--- src/rtl/biasregc_rd_ctrl_pkg.sv ---
// Shared definitions for the bias register bank read sequencer.
`timescale 1ns/1ps
package biasregc_rd_ctrl_pkg;

    // Sequencer states
    typedef enum logic [1:0] {
        ST_IDLE  = 2'd0,
        ST_ISSUE = 2'd1,
        ST_DRAIN = 2'd2
    } rd_state_e;

    // Read return latency of the bias register bank, in cycles
    localparam int BR_RD_LAT = 4;

    // Default geometry shared with biasregc
    localparam int BR_ADDR_WTH_DEF = 9;
    localparam int BR_IND_WTH_DEF  = 1;
    localparam int CREDITS_DEF     = 8;

    // Cycles after reset release during which returns with nothing in flight
    // are treated as leftovers of an aborted command and silently dropped
    localparam int BLANK_CYCLES = 2 * BR_RD_LAT;

endpackage

--- src/rtl/biasregc_crd_cnt.sv ---
// Up/down saturating counter with range-violation flags.
// inc and dec in the same cycle cancel; a flag is raised only when the net
// change would leave the range [0, MAX], and the count then holds.
`timescale 1ns/1ps
module biasregc_crd_cnt #(
    parameter int WTH  = 4,
    parameter int INIT = 0,
    parameter int MAX  = 8
) (
    input  logic           clk_i,
    input  logic           rst_n_i,
    input  logic           inc_i,
    input  logic           dec_i,
    output logic [WTH-1:0] cnt_o,
    output logic           ovf_o,
    output logic           unf_o
);
    localparam logic [WTH-1:0] INIT_V = WTH'(INIT);
    localparam logic [WTH-1:0] MAX_V  = WTH'(MAX);

    logic [WTH-1:0] cnt_q;

    assign cnt_o = cnt_q;

    // Flag an increment at the ceiling or a decrement at the floor
    always_comb begin
        // NOTE: every output of a combinational block is assigned on every path, otherwise a latch is inferred.
        ovf_o = inc_i && !dec_i && (cnt_q == MAX_V);
        unf_o = dec_i && !inc_i && (cnt_q == '0);
    end

    // Apply the net change unless it would leave the legal range
    always_ff @(posedge clk_i or negedge rst_n_i) begin
        if (!rst_n_i) begin
            cnt_q <= INIT_V;
        end else if (inc_i && !dec_i && !ovf_o) begin
            // NOTE: registers use non-blocking assignments so every flop samples pre-edge values.
            cnt_q <= cnt_q + 1'b1;
        end else if (dec_i && !inc_i && !unf_o) begin
            cnt_q <= cnt_q - 1'b1;
        end
    end

endmodule

--- src/rtl/biasregc_rd_ctrl.sv ---
// Read sequencer for the bias register bank on the vputy path: walks
// base..base+len for rpt+1 passes, paced by downstream credits, and signals
// done once every issued read has returned.
`timescale 1ns/1ps
module biasregc_rd_ctrl
    import biasregc_rd_ctrl_pkg::*;
#(
    parameter int BR_IND_WTH  = BR_IND_WTH_DEF,
    parameter int BR_ADDR_WTH = BR_ADDR_WTH_DEF,
    parameter int LEN_WTH     = 9,
    parameter int RPT_WTH     = 8,
    parameter int CREDITS     = CREDITS_DEF,
    parameter int CRD_WTH     = 4,
    parameter int OUT_WTH     = 4
) (
    input  logic                   clk_i,
    input  logic                   rst_n_i,
    input  logic                   cmd_valid_i,
    output logic                   cmd_ready_o,
    input  logic [BR_IND_WTH-1:0]  cmd_index_i,
    input  logic [BR_ADDR_WTH-1:0] cmd_base_addr_i,
    input  logic [LEN_WTH-1:0]     cmd_len_i,
    input  logic [RPT_WTH-1:0]     cmd_rpt_i,
    output logic                   vputy_brc__re_o,
    output logic [BR_ADDR_WTH-1:0] vputy_brc__raddr_o,
    output logic [BR_IND_WTH-1:0]  vputy_brc__rindex_o,
    input  logic                   vputy_brc__rdata_act_i,
    input  logic                   dn_credit_i,
    output logic                   busy_o,
    output logic                   done_o,
    output logic                   err_o
);
    localparam int BLK_WTH = $clog2(BLANK_CYCLES + 1);

    rd_state_e              state_q;
    logic [BR_ADDR_WTH-1:0] base_q;
    logic [BR_ADDR_WTH-1:0] addr_q;
    logic [BR_ADDR_WTH-1:0] raddr_q;
    logic [BR_IND_WTH-1:0]  rindex_q;
    logic [LEN_WTH-1:0]     len_q;
    logic [LEN_WTH-1:0]     len_cnt_q;
    logic [RPT_WTH-1:0]     rpt_q;
    logic [RPT_WTH-1:0]     pass_cnt_q;
    logic                   re_q;
    logic                   done_q;
    logic                   err_q;
    logic [BLK_WTH-1:0]     blank_q;

    logic [CRD_WTH-1:0]     credit;
    logic [OUT_WTH-1:0]     outstanding;
    logic                   crd_ovf;
    logic                   crd_unf;
    logic                   out_ovf;
    logic                   out_unf;

    logic                   issue;
    logic                   blank;
    logic                   act_take;

    // A read goes out on every ISSUE cycle that holds at least one credit
    assign issue = (state_q == ST_ISSUE) && (credit != '0);

    // Right after reset, a return with nothing in flight belongs to the
    // aborted command: drop it rather than count it as an underflow
    assign blank    = (blank_q != '0);
    assign act_take = vputy_brc__rdata_act_i && !(blank && (outstanding == '0));

    assign cmd_ready_o         = (state_q == ST_IDLE);
    assign busy_o              = (state_q != ST_IDLE);
    assign vputy_brc__re_o     = re_q;
    assign vputy_brc__raddr_o  = raddr_q;
    assign vputy_brc__rindex_o = rindex_q;
    assign done_o              = done_q;
    assign err_o               = err_q;

    // Downstream buffer entries still free
    biasregc_crd_cnt #(
        .WTH  (CRD_WTH),
        .INIT (CREDITS),
        .MAX  (CREDITS)
    ) u_credit (
        .clk_i   (clk_i),
        .rst_n_i (rst_n_i),
        .inc_i   (dn_credit_i),
        .dec_i   (issue),
        .cnt_o   (credit),
        .ovf_o   (crd_ovf),
        .unf_o   (crd_unf)
    );

    // Reads issued whose data has not yet returned
    biasregc_crd_cnt #(
        .WTH  (OUT_WTH),
        .INIT (0),
        .MAX  (CREDITS)
    ) u_outstanding (
        .clk_i   (clk_i),
        .rst_n_i (rst_n_i),
        .inc_i   (issue),
        .dec_i   (act_take),
        .cnt_o   (outstanding),
        .ovf_o   (out_ovf),
        .unf_o   (out_unf)
    );

    // Count down the post-reset window for stale read returns
    always_ff @(posedge clk_i or negedge rst_n_i) begin
        if (!rst_n_i) begin
            blank_q <= BLK_WTH'(BLANK_CYCLES);
        end else if (blank_q != '0) begin
            blank_q <= blank_q - 1'b1;
        end
    end

    // Command sequencer with registered read strobe, done pulse and error
    always_ff @(posedge clk_i or negedge rst_n_i) begin
        if (!rst_n_i) begin
            // NOTE: every register here is small control state and takes the async reset; no storage array is involved.
            state_q    <= ST_IDLE;
            base_q     <= '0;
            addr_q     <= '0;
            raddr_q    <= '0;
            rindex_q   <= '0;
            len_q      <= '0;
            len_cnt_q  <= '0;
            rpt_q      <= '0;
            pass_cnt_q <= '0;
            re_q       <= 1'b0;
            done_q     <= 1'b0;
            err_q      <= 1'b0;
        end else begin
            re_q   <= 1'b0;
            done_q <= 1'b0;
            // Saturation of either counter is a protocol error; the two
            // flags that cannot fire in normal operation are kept as a net
            err_q  <= err_q | crd_ovf | crd_unf | out_ovf | out_unf;

            case (state_q)
                ST_IDLE: begin
                    if (cmd_valid_i) begin
                        base_q     <= cmd_base_addr_i;
                        addr_q     <= cmd_base_addr_i;
                        rindex_q   <= cmd_index_i;
                        len_q      <= cmd_len_i;
                        rpt_q      <= cmd_rpt_i;
                        len_cnt_q  <= '0;
                        pass_cnt_q <= '0;
                        state_q    <= ST_ISSUE;
                    end
                end

                ST_ISSUE: begin
                    if (issue) begin
                        re_q    <= 1'b1;
                        raddr_q <= addr_q;
                        if (len_cnt_q == len_q) begin
                            if (pass_cnt_q == rpt_q) begin
                                state_q <= ST_DRAIN;
                            end else begin
                                pass_cnt_q <= pass_cnt_q + 1'b1;
                                len_cnt_q  <= '0;
                                addr_q     <= base_q;
                            end
                        end else begin
                            len_cnt_q <= len_cnt_q + 1'b1;
                            addr_q    <= addr_q + 1'b1;
                        end
                    end
                end

                ST_DRAIN: begin
                    if ((outstanding == '0) && !vputy_brc__rdata_act_i) begin
                        done_q  <= 1'b1;
                        state_q <= ST_IDLE;
                    end
                end

                default: state_q <= ST_IDLE;
            endcase
        end
    end

endmodule

--- config.mk ---
export PLATFORM = sky130hd
export DESIGN_NAME = biasregc_rd_ctrl
export DESIGN_NICKNAME = d
export VERILOG_FILES = /design/src/rtl/biasregc_rd_ctrl_pkg.sv /design/src/rtl/biasregc_crd_cnt.sv /design/src/rtl/biasregc_rd_ctrl.sv
export SDC_FILE = /design/constraint.sdc
export NUM_CORES = 1
export LEC_CHECK = 0
export ABC_AREA = 1
export CORE_UTILIZATION = 51
export DETAILED_ROUTE_END_ITERATION = 10
export MAX_ROUTING_LAYER = met4
export PLACE_DENSITY = 0.81
export RECOVER_POWER = 100
export SETUP_SLACK_MARGIN = 0.2
export SYNTH_ARGS = -nofsm -noshare
export SYNTH_HDL_FRONTEND = slang
export SYNTH_SLANG_ARGS = --single-unit
--- constraint.sdc ---
create_clock -name clk_i -period 1.9 [get_ports clk_i]
set_input_delay 0.38 -clock clk_i [delete_from_list [all_inputs] [get_ports clk_i]]
set_output_delay 0.38 -clock clk_i [all_outputs]
set_load 0.02 [all_outputs]
==> impl_metrics.json, run 1 <==
{
  "status": "finished, violations left",
  "violations": "setup timing",
  "synth-simple-area-share_pct": 31.5,
  "die_w_microns": 94.1,
  "setup_slack_ns": -0.0132,
  "synth_top_area_share_pct": 44.6,
  "holdWs_ns": 0.479,
  "place_hpwl_mm": 6.56,
  "syn-instance-count": 542,
  "grt_pass1_wl_mm": 16.8,
  "ys.flop_type": "dfrtp_1",
  "clkPwrFrac_pct": 20.9,
  "critPathMaxStageDelay_ns": 0.40,
  "synth_fa_ha_area_share_pct": 3.53,
  "crit_arrival_ns": 2.16,
  "synth-seq-cells": 79,
  "finalCriticalPeriod_ns": 1.91,
  "worst_setup_path_start_kind": "register",
  "gp_congestion": 0.870,
  "area_delta_synth_final_pct": 33.9,
  "ir_drop_v": 0.000580,
  "cp.required_ns": 2.15,
  "cts.sinks": 79,
  "start_util_pct": 52.6,
  "fin_tns_setup_ns": -0.0188,
  "syn_nets": 585,
  "dp_slack_ns": -0.0953,
  "worst-setup-path-type": "register to register",
  "finalHoldViolCount": 0,
  "seqPwrFrac_pct": 34.8,
  "synth-xor-area-share_pct": 6.45,
  "antenna_cells": 0,
  "synth_area_sq_um": 4320,
  "htree_levels": 3,
  "synthMuxAreaShare_pct": 0.260,
  "port_buffers": 46,
  "firstDrtPassIters": 8,
  "yosysUniqueCellTypes": 35,
  "slew_headroom_pct": 53.5,
  "setup_viol": 2,
  "synth_area_leader_cell": "dfrtp_1",
  "drive_above_1_share_pct": 21.9,
  "num-nets-final": 685,
  "ys_top_cells_by_area": "dfrtp_1 (45%), nand2_1 (18%), nand3_1 (5.2%)",
  "ioPinCount": 47,
  "fin_crit_sh_pct": 101,
  "synth_edf_count": 0,
  "yosysWarnings": 0,
  "fmax_mhz": 523,
  "die_h_microns": 94.1,
  "clk_path_buf_depth": 2,
  "grt_use_total_pct": 25.2,
  "coreArea_sq_um": 8220,
  "hold_path.class": "register to register",
  "antenna_left": 0,
  "worstSkewPairLatency_ns": 0.36,
  "path_max_fanout": 6,
  "crit_family": "buffers and inverters",
  "fin_worst_skew_ns": 0.0101,
  "cap_violations": 0,
  "rsz0062_at_grt": "yes",
  "p_switching_mw": 2.86,
  "crit_chain": "nor2_2 > nand3_2 > inv_2 > nand2_2 > buf_4 > buf_4 > buf_4 > buf_4 > buf_4 > nand4_1 > nand2_2 > xor2_1",
  "grt_pass1_vias": 3705,
  "dieArea_sq_um": 8850,
  "cp_common_cell": "buf_4",
  "clk_pin_slew_ns": 0.08,
  "cts_buffers": 9,
  "path_buf_inv": 6,
  "cts_tree": "built",
  "drc": 0,
  "grt_max_degree": 54,
  "drv_slew": 0,
  "synth_common_cells": "nand2_1 (206), dfrtp_1 (77), inv_1 (53)",
  "cts_root_buf": "clkbuf_8",
  "synth_compound_area_share_pct": 5.38,
  "finalInstanceArea_sq_um": 5790,
  "num_vias": 3928,
  "synthArstFlopShare_pct": 100,
  "critPathSlowestCell": "dfrtp_1",
  "wire_per_inst_microns": 14.1,
  "synth_top_family_by_area": "simple AND/OR/NAND/NOR gates",
  "totalPowerFinal_mw": 7.43,
  "tightest_slew_ns": 0.697,
  "drtIter0Drc": 250,
  "synth.avg_cell_area_sq_um": 7.98,
  "p_int_mw": 4.57,
  "seq_area_frac_synth_pct": 45.8,
  "share_comb_of_total_power_pct": 44.3,
  "wl_mm": 10.6,
  "antenna_found_initial": 0,
  "power_leakage_nw": 2.94,
  "vias_per_cell": 5.22,
  "power_density_nw_per_um2": 1280,
  "overflow": 0,
  "yosysMostFrequentCell": "nand2_1",
  "p_sw_share_pct": 38.5,
  "rows": 33,
  "placed_area_sq_um": 5150,
  "critPathCaptureType": "register"
}
power by group through the flow:
stage	Combinational (mW)	Sequential (mW)	Clock [mW]
floorplan	1.82	2.67	0
global placement	2.76	2.55	0
detailed placement	2.91	2.57	0
CTS	3.06	2.56	1.56
global route	3.66	2.64	1.63
finish	3.30	2.58	1.55
path summary, 6_finish.rpt:
path,start,to,slack [ns],cells after the start
setup / recovery,u_outstanding.cnt_o[0]$_DFFE_PN0P_,u_outstanding.cnt_o[0]$_DFFE_PN0P_,-0.01,12
hold / removal,vputy_brc__raddr_o[5]$_DFFE_PN0P_,vputy_brc__raddr_o[5]$_DFFE_PN0P_,0.48,2
setup reg to reg,u_outstanding.cnt_o[0]$_DFFE_PN0P_,u_outstanding.cnt_o[0]$_DFFE_PN0P_,-0.01,12
hold reg to reg,vputy_brc__raddr_o[5]$_DFFE_PN0P_,vputy_brc__raddr_o[5]$_DFFE_PN0P_,0.48,2
max in group asynchronous,rst_n_i,blank_q[3]$_DFFE_PN1P_,0.38,3
min in group asynchronous,rst_n_i,len_cnt_q[8]$_DFFE_PN0P_,0.59,2
layout by cell type, fill, tap and decap left out, types with 7 or more instances in the layout:
master and count:
buf_4 45, clkbuf_8 10, clkdlybuf4s50_1 30, dfrtp_1 73
dlymetal6s2s_1 7, inv_1 46, inv_2 9, nand2_1 198
nand2_2 9, nand3_1 39, nand3_2 8, nand4_1 12
nor2_1 13, o21ai_0 21, o21ai_1 10, xnor2_1 14
xor2_1 15
cell families after synthesis:
| logic type | after synthesis |
|---|---|
| DFF | 79 |
| AOI/OAI and AO/OA | 41 |
| and+or+nand+nor | 308 |
| muxes | 1 |
| adders and majority gates | 11 |
| buffers and inverters | 71 |
| xor gates and xnor gates | 31 |
worst reg2reg max path, stage by stage, from the launching register on:
cell,delay [ns]
dfrtp_1,0.40
nor2_2,0.16
nand3_2,0.11
inv_2,0.08
nand2_2,0.06
buf_4,0.13
buf_4,0.12
buf_4,0.12
buf_4,0.12
buf_4,0.12
nand4_1,0.10
nand2_2,0.12
xor2_1,0.18
what timing repair did:
item | CTS | global route
gates cloned | 0 | 1
endpoints found under the hold margin | 26 | 0
setup endpoints to repair | 31 | 45
resized for setup | 28 | 49
setup buffers | 14 | 12
pin swaps | 17 | 12
hold buffers | 1 | 0
sequential cells by signal, summed over array words and instances (netlist names):
register,count
addr_q,9
base_q,9
len_cnt_q,9
len_q,9
vputy_brc__raddr_o,9
pass_cnt_q,8
rpt_q,8
blank_q,4
u_credit.cnt_o,4
u_outstanding.cnt_o,4
state_q,2
done_o,1
err_o,1
vputy_brc__re_o,1
vputy_brc__rindex_o,1
per-stage QoR:
stage	instances	util [%]
CTS	739	67.7
detailed placement	708	62.7
global placement	708	62.7
floorplan	542	-
global route	752	70.5
finish	752	70.5
cell type report:
cell class	instances	area (sq um)
clock buffers	10	138
clock inverters	6	108
fillers	609	2430
inverters	56	210
multi-input cells	392	2240
flip-flops and latches	79	1980
well taps	105	131
repair buffers	104	983
metal layers:
layer	part of all wire [%]	GRT usage (%)	up-vias
li1	-	-	1909
met1	40	30.8	1853
met2	52	41.3	141
met3	5.4	5.42	25
met4	2.3	8.72	0
met5	0	-	-
Power figures use the tool's default switching activity.
==> run 2: changes to the inputs <==
--- a/config.mk
+++ b/config.mk
@@ -6,6 +6,7 @@
 export NUM_CORES = 1
 export LEC_CHECK = 0
 export ABC_AREA = 1
+export CORE_MARGIN = 10
 export CORE_UTILIZATION = 51
 export DETAILED_ROUTE_END_ITERATION = 10
 export MAX_ROUTING_LAYER = met4
==> impl_metrics.json, run 2 (synthesis results as in run 1) <==
{
  "finalHoldViolCount": 0,
  "fin_tns_setup_ns": -0.0969,
  "rows": 33,
  "grt_pass1_wl_mm": 17.0,
  "critPathCaptureType": "register",
  "drv_slew": 0,
  "num-nets-final": 691,
  "num_vias": 3946,
  "antenna_left": 0,
  "cts_buffers": 9,
  "layout_common_cells": "nand2_1 (192), dfrtp_1 (72), inv_1 (47), buf_4 (42), nand3_1 (40)",
  "cap_violations": 0,
  "path_max_fanout": 4,
  "antenna_found_initial": 0,
  "antenna_cells": 0,
  "fmax_mhz": 501,
  "grt_use_total_pct": 16.2,
  "worstSkewPairLatency_ns": 0.37,
  "power_density_nw_per_um2": 1250,
  "worst_setup_path_start_kind": "register",
  "coreArea_sq_um": 8220,
  "mostFrequentLayoutCell": "nand2_1",
  "vias_per_cell": 5.21,
  "fin_worst_skew_ns": 0.0133,
  "drc": 0,
  "violations": "setup timing",
  "ir_drop_v": 0.000716,
  "crit_chain": "nor2_1 > nand3_1 > inv_1 > nand2_2 > nand2_4 > nand3_4 > ha_4 > a21o_1 > a21oi_2 > inv_1 > nand2_2 > nand3_1 > nand2_1 > nand2_1",
  "grt_max_degree": 39,
  "cts_root_buf": "clkbuf_8",
  "tightest_slew_ns": 0.653,
  "crit_arrival_ns": 2.26,
  "rsz0062_at_grt": "yes",
  "drive_above_1_share_pct": 23.0,
  "die_h_microns": 112,
  "slew_headroom_pct": 56.5,
  "clk_pin_slew_ns": 0.08,
  "ioPinCount": 47,
  "htree_levels": 3,
  "place_hpwl_mm": 6.97,
  "totalPowerFinal_mw": 7.31,
  "cts.sinks": 79,
  "critPathSlowestCell": "dfrtp_1",
  "critPathMaxStageDelay_ns": 0.39,
  "start_util_pct": 52.6,
  "fin_crit_sh_pct": 105,
  "cts_tree": "built",
  "setup_viol": 2,
  "wl_mm": 10.9,
  "worst-setup-path-type": "register to register",
  "drtIter0Drc": 253,
  "overflow": 0,
  "area_delta_synth_final_pct": 34.8,
  "fillers": 600,
  "clk_path_buf_depth": 2,
  "cp.required_ns": 2.17,
  "die_w_microns": 112,
  "setup_slack_ns": -0.0954,
  "firstDrtPassIters": 5,
  "grt_pass1_vias": 3858,
  "status": "finished, violations left",
  "dieArea_sq_um": 12600,
  "port_buffers": 46,
  "wire_per_inst_microns": 14.4,
  "gp_congestion": 0.860,
  "finalCriticalPeriod_ns": 2.00,
  "power_leakage_nw": 2.92,
  "hold_path.class": "register to register"
}
run 2: what timing repair did:
action	4_1_cts	5_1_grt
gates cloned	0	2
setup buffers	16	14
pin swaps	14	22
endpoints found under the setup margin	35	41
hold endpoints to repair	25	0
gates resized for setup	31	64
hold buffers	1	0
run 2: final cells by class:
| class | count | area [sq um] | share of cell area (%) |
|---|---|---|---|
| Clock buffer | 10 | 138 | 2.36 |
| Clock inverter | 6 | 60.1 | 1.03 |
| Inverter | 56 | 210 | 3.61 |
| Multi-Input combinational cell | 393 | 2300 | 39.4 |
| Sequential cell | 79 | 1990 | 34.1 |
| Tap cell | 105 | 131 | 2.25 |
| Timing Repair Buffer | 109 | 1010 | 17.3 |
run 2: through the flow:
stage / cell area (sq um) / setup WS (ns) / std cells / hold slack [ns] / utilization, %
2_1_floorplan: 4380 / -0.0226 / 542 / 0.0844 / -
3_3_place_gp: 5150 / -0.0512 / 709 / 0.311 / 62.6
3_5_place_dp: 5150 / -0.120 / 709 / 0.319 / 62.6
4_1_cts: 5530 / 0.0136 / 742 / 0.465 / 67.3
5_1_grt: 5830 / -0.218 / 758 / 0.505 / 71.0
6_report: 5830 / -0.0954 / 758 / 0.479 / 71.0
run 2: per-layer routing:
| layer | global-route usage [%] | vias to the layer above | routed length, microns |
|---|---|---|---|
| met5 | - | - | 0 |
| met4 | 5.75 | 0 | 216 |
| met3 | 4.47 | 28 | 554 |
| met2 | 27.2 | 117 | 5680 |
| met1 | 18.3 | 1872 | 4450 |
| li1 | - | 1929 | - |
run 2: final timing paths:
path                                                 endpoint  depth (start not counted)  slack (ns)                          startpoint
setup / recovery           u_outstanding.cnt_o[3]$_DFFE_PN0P_                         14        -0.1  u_outstanding.cnt_o[0]$_DFFE_PN0P_
hold / removal                vputy_brc__rindex_o$_DFFE_PN0P_                          2        0.48     vputy_brc__rindex_o$_DFFE_PN0P_
setup reg to reg           u_outstanding.cnt_o[3]$_DFFE_PN0P_                         14        -0.1  u_outstanding.cnt_o[0]$_DFFE_PN0P_
hold reg to reg               vputy_brc__rindex_o$_DFFE_PN0P_                          2        0.48     vputy_brc__rindex_o$_DFFE_PN0P_
max in group asynchronous            len_cnt_q[2]$_DFFE_PN0P_                          3        0.30                             rst_n_i
min in group asynchronous            len_cnt_q[6]$_DFFE_PN0P_                          2        0.57                             rst_n_i
run 2: critical path: cells and delay by family, from the launching register on:
family / cells / cell delay, ns
AOI/OAI and AO/OA: 2 / 0.32
adders and majority gates: 1 / 0.22
and+or+nand+nor: 9 / 0.77
DFF: 1 / 0.39
buffers and inverters: 2 / 0.18
run 2: report_power, final:
part           leakage [nW]  internal (mW)  total [mW]  switching, mW
sequential            0.973           2.16        2.59          0.434
combinational          1.85           1.59        3.43           1.84
clock                0.0981          0.636        1.28          0.644
